File: src/rtl/cpu_types_pkg.sv
// Shared MIPS datapath types: machine word, opcode encodings and field widths.
// Used by the fetch path and the datapath/cache interface.
package cpu_types_pkg;

  localparam int OP_W   = 6;
  localparam int ADDR_W = 26;

  typedef logic [31:0] word_t;

  typedef enum logic [OP_W-1:0] {
    J    = 6'b000010,
    JAL  = 6'b000011,
    HALT = 6'b111111
  } opcode_t;

endpackage

File: src/rtl/datapath_cache_if.sv
// Datapath-to-cache bundle, reduced to the instruction-side request/response.
// The dp modport is the view seen by the fetch logic.
interface datapath_cache_if;
  import cpu_types_pkg::*;

  logic  ihit;
  logic  halt;
  logic  imemREN;
  word_t imemload;
  word_t imemaddr;

  modport dp (
    input  ihit, halt, imemload,
    output imemREN, imemaddr
  );
endinterface

File: src/rtl/program_counter.sv
// Instruction-fetch PC: advances on ihit, redirects on J/JAL, freezes on halt until reset.
// One-cycle register latency; outputs depend on registers only, holds while ihit is low.
module program_counter
  import cpu_types_pkg::*;
#(
  parameter word_t PC_INIT = 32'h0000_0000
) (
  input logic            CLK,
  input logic            nRST,
  datapath_cache_if.dp   dcif
);

  word_t             pc_q;
  logic              halted_q;
  word_t             w_pc_plus4;
  word_t             w_pc_next;
  logic              w_halted_next;
  logic [OP_W-1:0]   w_opcode;

  assign w_pc_plus4 = pc_q + 32'd4;
  assign w_opcode   = dcif.imemload[31 -: OP_W];

  assign dcif.imemaddr = pc_q;
  assign dcif.imemREN  = !halted_q;

  // Priority: frozen, external halt, then ihit-qualified opcode decode.
  // An X on ihit falls through to the hold path in simulation.
  always_comb begin
    w_pc_next     = pc_q;
    w_halted_next = halted_q;
    if (!halted_q) begin
      if (dcif.halt) begin
        w_halted_next = 1'b1;
      end else if (dcif.ihit) begin
        case (w_opcode)
          HALT:    w_halted_next = 1'b1;
          J, JAL:  w_pc_next = {w_pc_plus4[31:28], dcif.imemload[ADDR_W-1:0], 2'b00};
          default: w_pc_next = w_pc_plus4;
        endcase
      end
    end
  end

  always_ff @(posedge CLK) begin
    if (!nRST) begin
      pc_q     <= {PC_INIT[31:2], 2'b00};
      halted_q <= 1'b0;
    end else begin
      pc_q     <= w_pc_next;
      halted_q <= w_halted_next;
    end
  end

endmodule

File: src/flat_wrapper.sv
// flat-port wrapper written by rule: the top's interface ports become plain ports
module program_counter_flat import cpu_types_pkg::*;
#(
  parameter word_t PC_INIT = 32'h0000_0000
)
  (CLK, nRST, dcif_ihit, dcif_halt, dcif_imemload, dcif_imemREN, dcif_imemaddr);
  datapath_cache_if dcif_i ();
  input logic CLK;
  input logic nRST;
  input wire logic [$bits(dcif_i.ihit)-1:0] dcif_ihit;
  input wire logic [$bits(dcif_i.halt)-1:0] dcif_halt;
  input wire logic [$bits(dcif_i.imemload)-1:0] dcif_imemload;
  output wire logic [$bits(dcif_i.imemREN)-1:0] dcif_imemREN;
  output wire logic [$bits(dcif_i.imemaddr)-1:0] dcif_imemaddr;
  assign dcif_i.ihit = dcif_ihit;
  assign dcif_i.halt = dcif_halt;
  assign dcif_i.imemload = dcif_imemload;
  assign dcif_imemREN = dcif_i.imemREN;
  assign dcif_imemaddr = dcif_i.imemaddr;
  program_counter #(.PC_INIT(PC_INIT)) u_core (.CLK(CLK), .nRST(nRST), .dcif(dcif_i));
endmodule
File: config.mk
export PLATFORM = sky130hd
export DESIGN_NAME = program_counter_flat
export DESIGN_NICKNAME = d
export VERILOG_FILES = /design/src/rtl/cpu_types_pkg.sv /design/src/rtl/datapath_cache_if.sv /design/src/rtl/program_counter.sv /design/src/flat_wrapper.sv
export SDC_FILE = /design/constraint.sdc
export NUM_CORES = 1
export LEC_CHECK = 0
export ABC_AREA = 1
export CAP_MARGIN = 20
export CORE_MARGIN = 2
export CORE_UTILIZATION = 47
export CTS_CLUSTER_DIAMETER = 100
export DETAILED_ROUTE_END_ITERATION = 8
export PLACE_DENSITY = 0.8
export SLEW_MARGIN = 10
export SYNTH_ARGS = -nofsm -noshare
export SYNTH_HDL_FRONTEND = slang
export SYNTH_SLANG_ARGS = --single-unit
export TNS_END_PERCENT = 50
File: constraint.sdc
create_clock -name CLK -period 1.7 [get_ports CLK]
set_input_delay 0.34 -clock CLK [delete_from_list [all_inputs] [get_ports CLK]]
set_output_delay 0.34 -clock CLK [all_outputs]
set_load 0.01 [all_outputs]
Word-level counts from Yosys, hierarchy flattened
Index checks and enable logic that the tools add are counted.

storage, ports and cells
  register bits after elaboration = 33
  input port bits = 36

cells by class
  add/subtract/negate cells = 1
  eq/ne operators = 3
  muxes and demuxes = 5
  bitwise logic cells = 3
  reductions and logical operators = 3

operators with widths
  operator               number
  $pmux 32 s2            1
  $add 32x3->32 const B  1
  $eq 6x2->1 const B     2
  $eq 6x6->1 const B     1
  $mux 1                 4
  $reduce_and 4->1       1
  $not 1->1              3
  $reduce_or 2->1        1
  $logic_not 1->1        1

Longest topological paths before layout
  depth in word-level cells = 5
  gate-level depth with buffers = 11

Worst setup path after synthesis
Ideal clock, no wire load.

  kind = register to register
  start point = register u_core.pc_q[3] (netlist: u_core.dcif.imemaddr[3])
  end point = register u_core.pc_q[28] (netlist: u_core.dcif.imemaddr[28])
  setup time = 0.115 ns
  arrival time = 1.411 ns
  slack = 0.174 ns
  stages on the path, launching flop included = 11
  clock period less this slack = 1.526 ns
  path through = dfxtp_1 -> ha_1 -> nand2_2 -> nor2_8 -> nand2_4 -> nor2_4 -> nand2_1 -> nor2_1 -> nand3_1 -> nand2_1 -> nor2_1

on the way
  longest elaborated chain between the ends = 2

ends and longest elaborated chain
  what                    RTL line               source
  from (decl)             program_counter.sv:13  word_t pc_q;
  from (signal assigned)  program_counter.sv:46  pc_q <= {PC_INIT[31:2], 2'b00};
  from (signal assigned)  program_counter.sv:49  pc_q <= w_pc_next;
  $add 32x3->32           program_counter.sv:20  assign w_pc_plus4 = pc_q + 32'd4;
  $pmux 32 s2             program_counter.sv:35  case (w_opcode)

No other way between the ends. The select of a mux whose other input is x is not followed.
A chain may end at the register's enable or synchronous reset.

Worst setup path after layout
  start point = register u_core.pc_q[13] (netlist: u_core.dcif.imemaddr[13])
  end point = output dcif_imemaddr[13]

RTL lines
  what       RTL line            source
  to (decl)  flat_wrapper.sv:14  output wire logic [$bits(dcif_i.imemaddr)-1:0] dcif_imemaddr;

No word-level cell between the ends.

==> metrics.txt <==
clock buffer count from CTS=5; slew margin rel.=47.5%; DRC viols=0; reg2reg start=u_core.dcif.imemaddr[3]; Layout Skew=0.00891 ns; Area growth, synth to finish=45.0%; crit path kind=reg2out; Cell Area, Synth=2240 µm²; CP top delay family=buffers and inverters; Routed WL=6.50 mm; status=complete, no violations; #FFs+latches synth=31; remaining global-route overflow=0; cells along the critical path=clkdlybuf4s50_1; Max IR drop VDD=0.000380 V; Pwr Density=475 nW/µm²; Clock Tree Root=clkbuf_8; Post-DP HPWL=4.93 mm; antenna viol nets, final=0; register-to-register setup slack=0.12 ns; final instance area=3250 µm²; largest area contributor in the netlist=dfxtp_1; reg2reg end=u_core.dcif.imemaddr[28]; CTS tree=yes; pin count of the biggest net entering global routing=24; Die X=73.1 µm; leak pwr=1.27 nW; Synth Warn #=0; Nets=497; CTS H-tree depth=2; starting density of the core=48.1%; Final Cycle Share=97.0%; Synth area leaders=dfxtp_1, nand2_1, nor2_1; Vias=2673; Crit. Startpoint=u_core.dcif.imemaddr[13]; row cnt=25; die height=73.1 µm; crit path max-delay cell type=clkdlybuf4s50_1; Clock transition at path regs=0.07 ns; leading cell type in the layout, fill and taps excluded=nand2_1; fill cell count=406; IO Port Bufs=66; Min-Delay Path Class=reg2reg; Hold Path Depth=1; Post-CTS Hold Buffers=0; DIE AREA=5340 µm²; Max stage delay on crit path=0.58 ns; CP endpoint kind=output port; vias in the first global route=2548; min-delay src=u_core.halted_q; post-route setup TNS=0 ns; ANT cells=0; Fin. Hold Viols=0; hold endpoint=u_core.halted_q; placed inst area=3130 µm²; Sink Count=31; Worst-Skew Late Latency=0.29 ns; Initial DRC Count=166; CP startpoint kind=flop; global-route wire length before repair=11.0 mm; Clock Tree Buf Depth=2; RSZ-0062 raised after global routing=true; register area share after synthesis=27.7%; crit path DAT=1.31 ns; Pre-Repair DR Iteration Count=5; wire length per cell=12.6 µm; via-per-instance ratio=5.19; most frequent cells in the layout=nand2_1, clkdlybuf4s50_1, nor2_1; Cells after Synth=376; Core Region=4660 µm²; CP Buf/Inv Count=1; Total GRT Usage=25.9%; maxcap violations=0; layout cells sized above 1=15.0%; setup ws final=0.0518 ns; hold slack=0.517 ns; fin util=69.8%; Crit Path Max Fanout=7; Worst-Margin Slew=0.787 ns; Worst Reg-to-Reg Cells=10; Placer Congestion=0.865; minimum clock period=1.65 ns; final max-slew violation count=0; # setup viols final=0; syn_area_per_cell=5.96 µm²; FMAX=0.607 GHz; area share of the largest cell type after synthesis=27.7%; # IOs=69; WP data required=1.36 ns; worst slack, placed=-0.129 ns; Distinct cells, synth=31; initial antenna violation count=0
## power by group
| part | internal (W) | total, W | switching [W] |
|---|---|---|---|
| Sequential | 0.000735 | 0.000745 | 0.00000962 |
| Combinational | 0.000133 | 0.000228 | 0.0000957 |
| Clock | 0.000287 | 0.000572 | 0.000285 |
| Total | 0.00116 | 0.00155 | 0.000390 |
## synth_stat cells
library cell	instances
inv_2	5
buf_2	7
inv_1	22
o21ai_1	11
nand3b_1	5
a31oi_1	2
nor2_4	5
nor3_1	3
ha_1	1
conb_1	1
nand3_1	27
xor2_1	1
dfxtp_1	31
a21oi_2	2
nand2_4	2
and2_1	1
clkbuf_1	5
or2_2	4
nand2_2	7
o21ai_0	15
nand4_1	5
nor2_1	52
nor2_8	2
nor2_2	4
o31a_1	1
xnor2_1	1
buf_4	3
a21oi_1	27
o211ai_1	2
clkinv_1	1
nand2_1	121
## cell type report
| type | instances | area, µm² | share of cell area (%) |
|---|---|---|---|
| inverter | 28 | 105 | 3.23 |
| clock buffer | 7 | 76.3 | 2.35 |
| tap | 54 | 67.6 | 2.08 |
| multi-input combinational | 303 | 1460 | 44.9 |
| clock inverter | 1 | 5.00 | 0.154 |
| timing repair buffer | 91 | 911 | 28.0 |
| sequential | 31 | 626 | 19.2 |
## flip-flops by register name, indices dropped and copies added, names as in the netlist
register and count:
u_core.dcif.imemaddr 30, u_core.halted_q 1
## logic make-up (layout without fill, tap and decap cells)
group / count (synthesis) / after routing / synth area share [%]
simple gates: 238 / 238 / 48.5
xor+xnor: 2 / 2 / 0.781
flops: 31 / 31 / 27.7
compound gates: 60 / 60 / 14.2
buf+inv: 43 / 127 / 8.09
fa+ha+maj: 1 / 1 / 0.558
other cells: 1 / 2 / 0.167
## how the worst max path moves through the flow
stage,to,slack [ns],cells after the start
after floorplan,u_core.dcif.imemaddr[28],0.17,10
after global placement,u_core.dcif.imemaddr[17],-0.10,8
after detailed placement,u_core.dcif.imemaddr[6],-0.13,9
after CTS,dcif_imemaddr[15],0.006,1
after global routing,u_core.dcif.imemaddr[20],-0.01,10
final,dcif_imemaddr[13],0.05,1
## routing by layer
layer	track usage (%)	share of wire [%]	up-vias	wire [µm]
li1	-	-	1376	-
met1	31.8	43	1199	2820
met2	44.6	49	87	3160
met3	5.52	6.6	11	430
met4	8.85	1.4	0	89
met5	0	0	-	0
## repair_timing
action | in CTS | in global routing
setup buffers | 0 | 3
setup endpoints to repair | 0 | 9
resized for setup | 0 | 9
## per-stage QoR
stage	power, W	instances
after floorplan	0.000843	377
after global placement	0.000982	504
after detailed placement	0.000987	504
after CTS	0.00155	512
after global routing	0.00160	515
final	0.00155	515
Power figures use the tool's default switching activity.
